`src/rtl/mem_arbiter.sv`:
```
// Arbitrates the single pipelined memory port between the I-cache and D-cache fill FSMs,
// granting one whole block fill at a time and letting D-cache write-through slip into idle cycles.
module mem_arbiter #(
    parameter int MAX_GRANT = 16,
    parameter bit D_FIRST   = 1'b1
) (
    input  logic        clk,
    input  logic        rst,
    input  logic        i_busy,
    input  logic        i_read_req,
    input  logic [15:0] i_addr,
    input  logic        i_tag_wr,
    output logic        i_pause,
    output logic        i_data_valid,
    input  logic        d_busy,
    input  logic        d_read_req,
    input  logic [15:0] d_addr,
    input  logic        d_tag_wr,
    input  logic        d_wrt_mem,
    input  logic [15:0] d_wdata,
    output logic        d_pause,
    output logic        d_data_valid,
    output logic        d_wr_stall,
    output logic [15:0] mem_addr,
    output logic [15:0] mem_wdata,
    output logic        mem_enable,
    output logic        mem_wr,
    input  logic        mem_data_valid,
    output logic [1:0]  owner,
    output logic        grant_err
);

    localparam int CNT_W = ($clog2(MAX_GRANT) > 4) ? $clog2(MAX_GRANT) : 4;
    localparam logic [CNT_W-1:0] CNT_LIMIT = CNT_W'(MAX_GRANT - 1);
    localparam logic [CNT_W-1:0] CNT_SAT   = '1;

    typedef enum logic [1:0] {
        OWN_NONE = 2'b00,
        OWN_I    = 2'b01,
        OWN_D    = 2'b10
    } owner_e;

    owner_e           owner_q, owner_d;
    logic             last_d_q, last_d_d;   // 1 when the D-cache held the most recent grant
    logic [CNT_W-1:0] grant_cnt_q, grant_cnt_d;
    logic             grant_err_q, grant_err_d;
    logic             timeout;
    logic             i_rd, d_rd, wr_thru;

    always_ff @(posedge clk) begin
        if (!rst) begin
            owner_q     <= OWN_NONE;
            last_d_q    <= ~D_FIRST;
            grant_cnt_q <= '0;
            grant_err_q <= 1'b0;
        end else begin
            owner_q     <= owner_d;
            last_d_q    <= last_d_d;
            grant_cnt_q <= grant_cnt_d;
            grant_err_q <= grant_err_d;
        end
    end

    assign timeout = (owner_q != OWN_NONE) && (grant_cnt_q == CNT_LIMIT);

    // A release hands straight to the other FSM when it is already waiting, so no idle cycle.
    always_comb begin
        owner_d     = owner_q;
        last_d_d    = last_d_q;
        grant_cnt_d = grant_cnt_q;
        grant_err_d = grant_err_q | timeout;
        case (owner_q)
            OWN_NONE: begin
                if (i_busy && d_busy) owner_d = last_d_q ? OWN_I : OWN_D;
                else if (i_busy)      owner_d = OWN_I;
                else if (d_busy)      owner_d = OWN_D;
            end
            OWN_I: if (i_tag_wr || timeout) owner_d = d_busy ? OWN_D : OWN_NONE;
            OWN_D: if (d_tag_wr || timeout) owner_d = i_busy ? OWN_I : OWN_NONE;
            default: owner_d = OWN_NONE;
        endcase
        if (owner_d != owner_q) begin
            grant_cnt_d = '0;
            if (owner_d != OWN_NONE) last_d_d = (owner_d == OWN_D);
        end else if (owner_q != OWN_NONE && grant_cnt_q != CNT_SAT) begin
            grant_cnt_d = grant_cnt_q + CNT_W'(1);
        end
    end

    always_comb begin
        i_rd         = (owner_q == OWN_I) && i_read_req;
        d_rd         = (owner_q == OWN_D) && d_read_req;
        wr_thru      = d_wrt_mem && !d_busy && !i_rd && !d_rd;
        mem_addr     = i_rd ? i_addr : d_addr;
        mem_wdata    = d_wdata;
        mem_enable   = i_rd || d_rd || wr_thru;
        mem_wr       = wr_thru;
        i_pause      = i_busy && (owner_q != OWN_I);
        d_pause      = d_busy && (owner_q != OWN_D);
        d_wr_stall   = d_wrt_mem && !d_busy && (owner_q == OWN_I) && i_read_req;
        i_data_valid = mem_data_valid && (owner_q == OWN_I);
        d_data_valid = mem_data_valid && (owner_q == OWN_D);
    end

    assign owner     = owner_q;
    assign grant_err = grant_err_q;

endmodule
```
`config.mk`:
```
export PLATFORM = sky130hd
export DESIGN_NAME = mem_arbiter
export DESIGN_NICKNAME = d
export VERILOG_FILES = /design/src/rtl/mem_arbiter.sv
export SDC_FILE = /design/constraint.sdc
export NUM_CORES = 1
export LEC_CHECK = 0
export BUFFER_PORTS_ARGS = -buffer_cell sky130_fd_sc_hd__buf_2
export CAP_MARGIN = 5
export CELL_PAD_IN_SITES_DETAIL_PLACEMENT = 1
export CELL_PAD_IN_SITES_GLOBAL_PLACEMENT = 1
export CORE_AREA = 2 2 67 69
export DETAILED_ROUTE_END_ITERATION = 16
export DIE_AREA = 0 0 69 71
export PLACE_DENSITY = 0.9
export SETUP_SLACK_MARGIN = 0.4
export SKIP_CTS_REPAIR_TIMING = 1
export SLEW_MARGIN = 10
export SYNTH_ARGS = -nofsm -noshare
export SYNTH_HDL_FRONTEND = slang
export SYNTH_SLANG_ARGS = --single-unit
```
`constraint.sdc`:
```
create_clock -name clk -period 1.97 [get_ports clk]
set_input_delay 0.2955 -clock clk [delete_from_list [all_inputs] [get_ports clk]]
set_output_delay 0.2955 -clock clk [all_outputs]
set_load 0.01 [all_outputs]
```
# Word-level counts from Yosys, hierarchy flattened
# Cells that the tools add are included.
# op_classes
addsub,1
eq_ne,8
n_mux,10
bitwise,2
reduce_logical,26
# ops
operator,n
$mux 16,1
$logic_and 1x1->1,14
$mux 2,7
$pmux 2 s3,1
$add 4x1->4 const B,1
$eq 2x2->1 const B,2
$eq 4x4->1 const B,1
$logic_or 1x1->1,4
$ne 4x4->1 const B,1
$reduce_bool 2->1,2
$logic_not 1->1,3
$eq 2x1->1 const B,1
$logic_not 2->1,1
$ne 2x1->1 const B,1
$ne 2x2->1,1
$ne 2x2->1 const B,1
$reduce_and 2->1,1
$reduce_or 2->1,1
$mux 1,1
$not 1->1,1
$or 1x1->1,1
# word_totals
register_bits,8
input_bits,58
output_inout_bits,42
word_cells,51

# Depth between registers and ports, before layout
# depth
depth_word,7
depth_mapped,6
mapped_depth_nobuf,5

# Worst setup path after synthesis
# Ideal clock, no wire load.
# synth_timing
path_kind,register -> output
start,register owner_q[0] (netlist: owner[0])
end,output port mem_addr[10]
arrival_time_ps,1257
slack_ps,418
path_stages_with_launch,5
cell_sequence,dfxtp_1 > nand3b_1 > buf_6 > buf_12 > mux2_4
# synth_between
elab_chain_len,3
# synth_lines
element,line,rtl
from (decl),43,"owner_e owner_q, owner_d;"
from (signal assigned),57,owner_q <= owner_d;
$eq 2x1->1,91,i_rd = (owner_q == OWN_I) && i_read_req;
$logic_and 1x1->1,91,
$mux 16,94,mem_addr = i_rd ? i_addr : d_addr;
to (decl),24,"output logic [15:0] mem_addr,"
# No other way between the ends.

# Worst setup path in the final report
# layout_timing
start,register owner_q[1] (netlist: owner[1])
end,output port mem_addr[3]
# Same word-level chain as after synthesis.

==> metrics <==
status=complete, no violations; Syn Inst Count=97; peak supply drop=0.272 mV; Final min period=1.68 ns; Port Buffers=67; DR pass1 iterations=2; Synth area leader=dfxtp_1; total global routing overflow=0; Critical Path Sink Type=primary output; H-Tree Depth=1; Routed WL=2670 µm; Synth Area in XOR/XNOR=1.96%; WL/cell=12.9 µm; Starting Density=21.3%; CTS Buffer Depth=2; sw frac=29.7%; Leakage=0.000636 µW; Main synth FF type=dfxtp_1; maximum clock rate=596 MHz; worst hold-check path type=input port to register; register area share after synthesis=17.9%; GP Congestion=0.753; CTS root buf=clkbuf_8; DRT iter0 DRCs=6; number of flops mapped to enable cells by yosys=0; top-count cell post-synth=buf_4; vias per cell=4.42; Setup TNS Final=0 ns; CP Class=register to primary output; total number of vias=910; Post-DRT Antenna Nets=0; placed cells=199; Die Ht=71 µm; Comb pwr share=40.0%; Synth area leaders=dfxtp_1 18%, buf_4 14%, mux2_4 12%; ys async rst share=0%; Critical R2R Launch=grant_cnt_q[0]$_SDFFE_PP0P_; Fillers=526; Clock Skews=0.00155 ns; Hold Startpoint=rst; Yosys top cell area share=17.9%; fin. max-slew vios=0; Synth Register Bits=8; global-route wire length before repair=4090 µm; number of global-route vias before repair=904; Core Util, Final=29.8%; Clk pwr share=31.5%; hold slack=0.340 ns; Die Wd=69 µm; required time worst endpoint=1.67 ns; net count after synthesis=156; Compound-Gate Fraction of Synth Area=14.5%; clk_lat worst skew=0.23 ns; final setup violation count=0; Tcrit/Tclk final=85.2%; PD cells=498 mW/mm²; post-detail-place hpwl=2200 µm; final hold vios=0; Final Non-Filler Cells=206; Post-Synth Adder-Cell Area=1.40%; total of max-cap violations=0; sequential share of power=28.5%; row count=24; Sw Pwr=185 µW; Synth Area per Inst=9.22 µm²; initial antenna violation count=0; Worst-path clk slew=0.04 ns; Worst Tran Pin Value=0.303 ns; mux cell area share after synthesis=23.1%; worst setup margin=0.291 ns; total I/O pin count=100; CTS Sinks=8; largest net degree at the start of global routing=20; Worst Setup SP=owner[1]$_SDFF_PN0_; Synth Area in Simple Gates=20.4%; GRT Total Usage=10.3%; startpoint types=register; DIE AREA=0.00490 mm²; cts bufs inserted=3; Synth top cells by count=17 x buf_4, 9 x mux2_2, 8 x dfxtp_1; CTS tree=done; Critical Path AT=1.38 ns; DRC=0; layout cells sized above 1=69.5%; P_int=438 µW; core area=0.00420 mm²; synth unique cells=34; main combinational cell family by area after synthesis=multiplexers; Nets=215; antenna cells=0; synthesized area=895 µm²; pre-CTS WS=0.396 ns; yosys warns=0; critical path peak fanout=19; RSZ-0062 raised after global routing=true; P&R area growth vs syn=39.9%; Max transition margin=79.7%
## flip-flops by register name, summed over array words and instances (netlist names)
name,count
last_d_q,1
grant_err,1
owner,2
grant_cnt_q,4
## metal layers
layer	vias to the layer above	part of all wire, %	global-route usage [%]
met1	418	37	11.6
met5	-	0	0
met4	0	0.37	1.96
met2	58	51	17.6
met3	2	12	4.99
li1	432	-	-
## logic make-up (layout without fill, tap and decap cells)
logic type                 Yosys count  count (layout)
muxes                               16              16
AOI/OAI and AO/OA                   15              15
buffers and inverters               24              81
adders and majority gates            1               1
DFF                                  8               8
and+or+nand+nor                     31              31
xor gates and xnor gates             2               2
## power groups by stage
stage          registers (µW)  logic (µW)  clock network, µW
2_1_floorplan             183         169                  0
3_3_place_gp              178         226                  0
3_5_place_dp              179         231                  0
4_1_cts                   176         233                203
5_1_grt                   178         272                213
6_report                  177         249                196
## per-stage QoR
| stage | total power, µW | cell area, µm² |
|---|---|---|
| final | 623 | 1250 |
| after global placement | 404 | 1150 |
| after floorplan | 352 | 895 |
| after detailed placement | 410 | 1150 |
| after CTS | 611 | 1190 |
| after global routing | 663 | 1250 |
## critical path, cell delays in order, from the launching register on
cell      delay, ns
dfxtp_2        0.33
nand3b_1       0.15
buf_12         0.18
mux2_2         0.35
buf_2          0.14
## final timing paths
| kind | end | slack (ns) | depth (start not counted) |
|---|---|---|---|
| worst max-delay path | mem_addr[3] | 0.29 | 4 |
| worst min register to register | grant_err$_SDFF_PN0_ | 0.49 | 2 |
| worst min-delay path | owner[0]$_SDFF_PN0_ | 0.34 | 2 |
| worst max register to register | owner[0]$_SDFF_PN0_ | 0.46 | 5 |
## cell type report
class / count / area, µm² / area share, %
Tap cell: 52 / 65.1 / 5.20
Inverter: 4 / 15.0 / 1.20
Multi-Input combinational cell: 65 / 556 / 44.4
Clock buffer: 3 / 41.3 / 3.30
Timing Repair Buffer: 74 / 412 / 32.9
Sequential cell: 8 / 163 / 13.0
## placed cells by master (no fill, tap or decap), types with 2 or more instances in the layout
| cell type | synthesis | final |
|---|---|---|
| buf_6 | 2 | 3 |
| a21oi_1 | 3 | 3 |
| mux2_2 | 9 | 9 |
| dfxtp_1 | 8 | 6 |
| o211ai_1 | 2 | 2 |
| nand2_2 | 0 | 2 |
| nand3b_1 | 2 | 2 |
| xnor2_1 | 2 | 2 |
| o21a_1 | 3 | 3 |
| a211oi_1 | 2 | 2 |
| clkbuf_8 | 0 | 3 |
| dfxtp_2 | 0 | 2 |
| and2_1 | 2 | 2 |
| inv_1 | 4 | 4 |
| nand3_1 | 2 | 2 |
| buf_4 | 17 | 3 |
| buf_2 | 0 | 67 |
| nand2_1 | 5 | 3 |
| nor3_2 | 2 | 2 |
| nor2_1 | 7 | 7 |
| nor2b_1 | 2 | 2 |
| mux2_4 | 7 | 7 |
(Power assumes the default switching activity.)
